==> src/rtl/core_run_ctrl_if.sv <==
// core_run_ctrl_if: run-controller bus (req/prog_sel/fetch/branch in, PC/status/cycle count out)
interface core_run_ctrl_if #(parameter int D = 12, I = 9, C = 16, SW = 2);
  logic          req;
  logic [SW-1:0] prog_sel;
  logic [I-1:0]  instr;
  logic          branch_en;
  logic [D-1:0]  target;
  logic [D-1:0]  prog_ctr;
  logic          core_en;
  logic          busy;
  logic          done;
  logic          timeout;
  logic [C-1:0]  cycles;
  modport master (output req, prog_sel, instr, branch_en, target,
                  input prog_ctr, core_en, busy, done, timeout, cycles);
  modport slave (input req, prog_sel, instr, branch_en, target,
                 output prog_ctr, core_en, busy, done, timeout, cycles);
endinterface

==> src/rtl/core_run_ctrl.sv <==
// core_run_ctrl: PC sequencer with req/done handshake, halt detect, cycle count and watchdog (clk, reset, bus)
module core_run_ctrl #(parameter int D = 12, I = 9, P = 4, S = 8, C = 16, WD = 0) (
  input logic clk,
  input logic reset,
  core_run_ctrl_if.slave bus
);
  localparam int SW = (P > 1) ? $clog2(P) : 1;
  typedef enum logic [1:0] {IDLE, RUN, DONE} state_t;
  state_t state, state_n;
  logic [D-1:0] pc_q, pc_n, entry;
  logic [C-1:0] cyc_q, cyc_n;
  logic to_q, to_n, halt, wd_hit, exec;
  logic [SW-1:0] sel;
  assign sel = (int'(bus.prog_sel) < P) ? bus.prog_sel : '0;
  assign entry = D'(sel) << S;
  assign halt = bus.instr == '0;
  assign wd_hit = (WD != 0) && (cyc_q == C'(WD));
  assign exec = state == RUN && bus.req && !halt && !wd_hit;
  always_comb begin
    state_n = state;
    pc_n = pc_q;
    cyc_n = cyc_q;
    to_n = to_q;
    case (state)
      IDLE: if (bus.req) begin
        state_n = RUN;
        pc_n = entry;
        cyc_n = '0;
        to_n = 1'b0;
      end
      RUN: if (!bus.req) state_n = IDLE;
      else if (halt) state_n = DONE;
      else if (wd_hit) begin
        state_n = DONE;
        to_n = 1'b1;
      end else begin
        pc_n = bus.branch_en ? bus.target : pc_q + 1'b1;
        cyc_n = &cyc_q ? cyc_q : cyc_q + 1'b1;
      end
      DONE: if (!bus.req) state_n = IDLE;
      default: state_n = IDLE;
    endcase
  end
  always_ff @(posedge clk) begin
    if (reset) begin
      state <= IDLE;
      pc_q <= '0;
      cyc_q <= '0;
      to_q <= 1'b0;
    end else begin
      state <= state_n;
      pc_q <= pc_n;
      cyc_q <= cyc_n;
      to_q <= to_n;
    end
  end
  assign bus.prog_ctr = pc_q;
  assign bus.cycles = cyc_q;
  assign bus.timeout = to_q;
  assign bus.busy = state == RUN;
  assign bus.done = state == DONE;
  assign bus.core_en = exec;
endmodule

==> src/flat_wrapper.sv <==
// flat-port wrapper written by rule: the top's interface ports become plain ports
module core_run_ctrl_flat 
#(parameter int D = 12, I = 9, P = 4, S = 8, C = 16, WD = 0)
  (clk, reset, bus_req, bus_prog_sel, bus_instr, bus_branch_en, bus_target, bus_prog_ctr, bus_core_en, bus_busy, bus_done, bus_timeout, bus_cycles);
  core_run_ctrl_if #(.D(D), .I(I), .C(C), .SW(2)) bus_i ();
  input logic clk;
  input logic reset;
  input wire logic [$bits(bus_i.req)-1:0] bus_req;
  input wire logic [$bits(bus_i.prog_sel)-1:0] bus_prog_sel;
  input wire logic [$bits(bus_i.instr)-1:0] bus_instr;
  input wire logic [$bits(bus_i.branch_en)-1:0] bus_branch_en;
  input wire logic [$bits(bus_i.target)-1:0] bus_target;
  output wire logic [$bits(bus_i.prog_ctr)-1:0] bus_prog_ctr;
  output wire logic [$bits(bus_i.core_en)-1:0] bus_core_en;
  output wire logic [$bits(bus_i.busy)-1:0] bus_busy;
  output wire logic [$bits(bus_i.done)-1:0] bus_done;
  output wire logic [$bits(bus_i.timeout)-1:0] bus_timeout;
  output wire logic [$bits(bus_i.cycles)-1:0] bus_cycles;
  assign bus_i.req = bus_req;
  assign bus_i.prog_sel = bus_prog_sel;
  assign bus_i.instr = bus_instr;
  assign bus_i.branch_en = bus_branch_en;
  assign bus_i.target = bus_target;
  assign bus_prog_ctr = bus_i.prog_ctr;
  assign bus_core_en = bus_i.core_en;
  assign bus_busy = bus_i.busy;
  assign bus_done = bus_i.done;
  assign bus_timeout = bus_i.timeout;
  assign bus_cycles = bus_i.cycles;
  core_run_ctrl #(.D(D), .I(I), .P(P), .S(S), .C(C), .WD(WD)) u_core (.clk(clk), .reset(reset), .bus(bus_i));
endmodule
==> config.mk <==
export PLATFORM = sky130hd
export DESIGN_NAME = core_run_ctrl_flat
export DESIGN_NICKNAME = d
export VERILOG_FILES = /design/src/rtl/core_run_ctrl_if.sv /design/src/rtl/core_run_ctrl.sv /design/src/flat_wrapper.sv
export SDC_FILE = /design/constraint.sdc
export NUM_CORES = 1
export LEC_CHECK = 0
export CORE_MARGIN = 1.5
export CORE_UTILIZATION = 41
export DETAILED_ROUTE_END_ITERATION = 8
export PLACE_DENSITY = 0.76
export SETUP_SLACK_MARGIN = 0.3
export SLEW_MARGIN = 20
export SYNTH_ARGS = -nofsm -noshare
export SYNTH_HDL_FRONTEND = slang
export SYNTH_SLANG_ARGS = --single-unit
==> constraint.sdc <==
create_clock -name clk -period 1.96 [get_ports clk]
set_input_delay 0.392 -clock clk [delete_from_list [all_inputs] [get_ports clk]]
set_output_delay 0.392 -clock clk [all_outputs]
set_load 0.05 [all_outputs]
==> summary.txt <==
Worst setup path
  • CP endpoint kind: flop
  • CP Buf/Inv Count: 2
  • Crit path required time: 2140 ps
  • Top delay family on crit path: simple AND/OR/NAND/NOR gates
  • Crit path kind: flop to flop
  • Crit path largest cell delay: 560 ps
  • Worst reg2reg path depth: 7
  • Critical path's slowest cell: or4_4
  • R2R Path End: u_core.bus.cycles[7]$_SDFFE_PP0P_
  • CP arrival: around 2100 ps
  • R2r setup slk: 50 ps
  • Maximum fanout along the worst path: 7
  • Crit Reg-Reg Startpoint: u_core.state[0]$_SDFFE_PP0P_
  • Worst path cell trace: nor4b_4 -> and3_4 -> or4_4 -> buf_6 -> buf_4 -> o21ai_0 -> a21oi_2
  • Critical Path Start Type: flop

Pwr
  • Comb pwr share: 20.1%
  • Peak VDD IR: 0.000268 V
  • Clock Power Share: ~36%
  • P_leak: 0.00119 uW
  • Net Sw Frac: 29.6%
  • Int Power: between 900 and 1000 uW
  • Psw: 412 uW
  • Flop pwr share: 44.2%
  • Pwr/cell area: 476 nW/um2

Routing
  • Per-cell routed wire length: about 16 um
  • Drt initial violations: roughly 210
  • Pre-antenna DRT Iters: 6
  • Vias: 2054
  • DRT antenna net count: 0
  • Aggregate routed wire length: 5710 um
  • Via/cell ratio: roughly 5.8
  • Remaining DRCs: 0

Die
  • IO Pins: a little under 60
  • DIE AREA: 4560 um2
  • DIE HEIGHT: between 60 and 70 um
  • Die W: between 60 and 70 um
  • Core ar.: 4000 um2
  • Starting density of the core: 42.7%
  • Rows: 23

Global routing
  • First-pass GRT wire length: 8510 um
  • Vias in the first global route: 1807
  • Initial antenna violation count: 0
  • Grt ovf: 0
  • GRT Overall Usage: 24.6%
  • Largest net degree at the start of global routing: 21

Clock tree
  • Root buffer cell: clkbuf_8
  • Clock sink count: 30
  • Clk slew on worst S/H paths: around 70 ps
  • CTS Hold Bufs: 0
  • CTS tree: done
  • Num CTS Buffers: 5
  • H-tree Lvls: 2
  • Max clock buf depth: 2
  • Clock Latency Late Sink: 290 ps

Placed design
  • PortBufs: 57
  • Dpl hpwl: roughly 3500 um
  • Cell total after placement: around 340
  • GP Congestion: 0.766
  • Pre-CTS setup slack: -340 ps
  • DP Area: 2620 um2

Layout
  • Finished Layout Cells: roughly 360
  • Layout Cell Area excl Fill: around 3000 um2
  • Most common cell after layout, fill and taps aside: buf_4
  • Final core utilization: 73.2%
  • Area growth, synth to finish: 71.4%
  • Fillers: 296
  • Share of cells above drive strength 1: around two fifths
  • Inserted Diodes: 0
  • Most frequent cells in the layout: buf_4, dlygate4sd2_1, nand2_1, a21oi_1
  • Final #Nets: 335

STA
  • Fin. Hold Viols: 0
  • Hold WS: 485 ps
  • RSZ-0062 raised after global routing: yes
  • Crit share post-route: 97.3%
  • Fmax: between 500 and 600 MHz
  • Pins over their slew limit: 0
  • Final setup viols: 0
  • Period minus WS final: 1910 ps
  • Worst setup margin: between 50 and 60 ps
  • Final Skew: 7.13 ps

Min path
  • Hold_sp: u_core.bus.prog_ctr[11]$_SDFFE_PP0P_
  • Hold Path Sink: u_core.bus.prog_ctr[11]$_SDFFE_PP0P_
  • Worst hold path class: flop to flop
  • Hold path depth: 2

Job
  • Maxcap violations: 0

Synth
  • Cells after Synth: 216
  • Sequential area share after synthesis: 35.2%
  • Cell variety after synth: 54
  • Synthesized cell area: 1710 um2
  • Number of synthesized register bits: 30
  • Asr flop ratio synth: 0%
  • Synth Warn #: 0
  • Synth Net Count: 245
  • Synthesized area per cell: 7.91 um2
  • Post-synth EDFFs: 0
  • Top FF cell, synth: dfxtp_1

Status
  • Outcome: finished clean
## worst register-to-register path: cells and delay by family, from the launching register on
family,cells,cell delay [ps]
buf+inv,2,280
compound gates,2,340
simple gates,3,840
flops,1,340
## flip-flops by register name (all words and copies together), names as in the netlist
register	cells
u_core.bus.cycles	16
u_core.bus.prog_ctr	12
u_core.state	2
## cell type report
type	count	area [um2]	area share (%)
tap	50	62.6	2.14
timing repair buffer	96	853	29.2
clock buffer	6	72.6	2.48
multi-input combinational	171	1250	42.7
inverter	2	7.51	0.257
sequential	30	672	23.0
clock inverter	2	10.0	0.342
## synthesized netlist by cell type, types with 3 or more instances
library cell / count / area, um2
a21oi_1: 23 / 115
a31o_2: 4 / 35.0
a31oi_1: 3 / 18.8
and3_1: 3 / 18.8
and4_1: 4 / 35.0
clkbuf_1: 9 / 33.8
dfxtp_1: 30 / 601
nand2_1: 23 / 86.3
nand2b_1: 9 / 56.3
nand3_1: 8 / 40.0
nand4_1: 5 / 31.3
nor2_1: 18 / 67.6
nor2b_1: 3 / 18.8
nor3_1: 5 / 25.0
nor4_1: 3 / 18.8
o21ai_0: 8 / 40.0
o31ai_1: 5 / 37.5
or4_1: 6 / 45.0
## routing by layer
metal	GRT usage (%)	vias to the layer above	routed length [um]
met3	4.33	11	304
met4	7.91	0	117
met5	0	-	0
li1	-	993	-
met1	32.8	968	2520
met2	40.2	82	2770
## cell families after synthesis
family          synth area share (%)
simple gates                    31.0
fa+ha+maj                       1.46
compound gates                  25.4
flops                           35.2
xor+xnor                        1.54
mux                             1.25
buf+inv                         4.03
other cells                    0.220
## how the worst max path moves through the flow
stage / cells after the start / endpoint / slack (ps) / from
3_5_place_dp: 6 / u_core.bus.cycles[9]$_SDFFE_PP0P_ / -340 / bus_instr[5]
5_1_grt: 7 / u_core.bus.cycles[7]$_SDFFE_PP0P_ / 20 / u_core.state[0]$_SDFFE_PP0P_
2_1_floorplan: 7 / u_core.bus.cycles[9]$_SDFFE_PP0P_ / 70 / bus_instr[5]
6_report: 7 / u_core.bus.cycles[7]$_SDFFE_PP0P_ / 50 / u_core.state[0]$_SDFFE_PP0P_
3_3_place_gp: 6 / u_core.bus.cycles[9]$_SDFFE_PP0P_ / -300 / bus_instr[2]
4_1_cts: 5 / u_core.bus.cycles[9]$_SDFFE_PP0P_ / 80 / u_core.state[0]$_SDFFE_PP0P_
## per-stage QoR
stage	power [uW]	TNS [ps]
after floorplan	761	0
after global placement	888	-3090
after detailed placement	891	-3700
after CTS	1380	0
after global routing	1440	0
final	1390	0
## power by group through the flow
stage / Combinational (uW) / Sequential [uW] / Clock [uW]
5_1_grt: 297 / 617 / 525
6_report: 280 / 616 / 497
2_1_floorplan: 100 / 661 / 0
3_5_place_dp: 259 / 631 / 0
3_3_place_gp: 257 / 631 / 0
4_1_cts: 260 / 616 / 499
## timing repair
item / 4_1_cts / 5_1_grt
buffers inserted: 8 / 6
setup endpoints to repair: 51 / 26
resized for setup: 71 / 29
hold endpoints to repair: 0 / 0
pin swaps: 18 / 12
(Power assumes the default switching activity.)
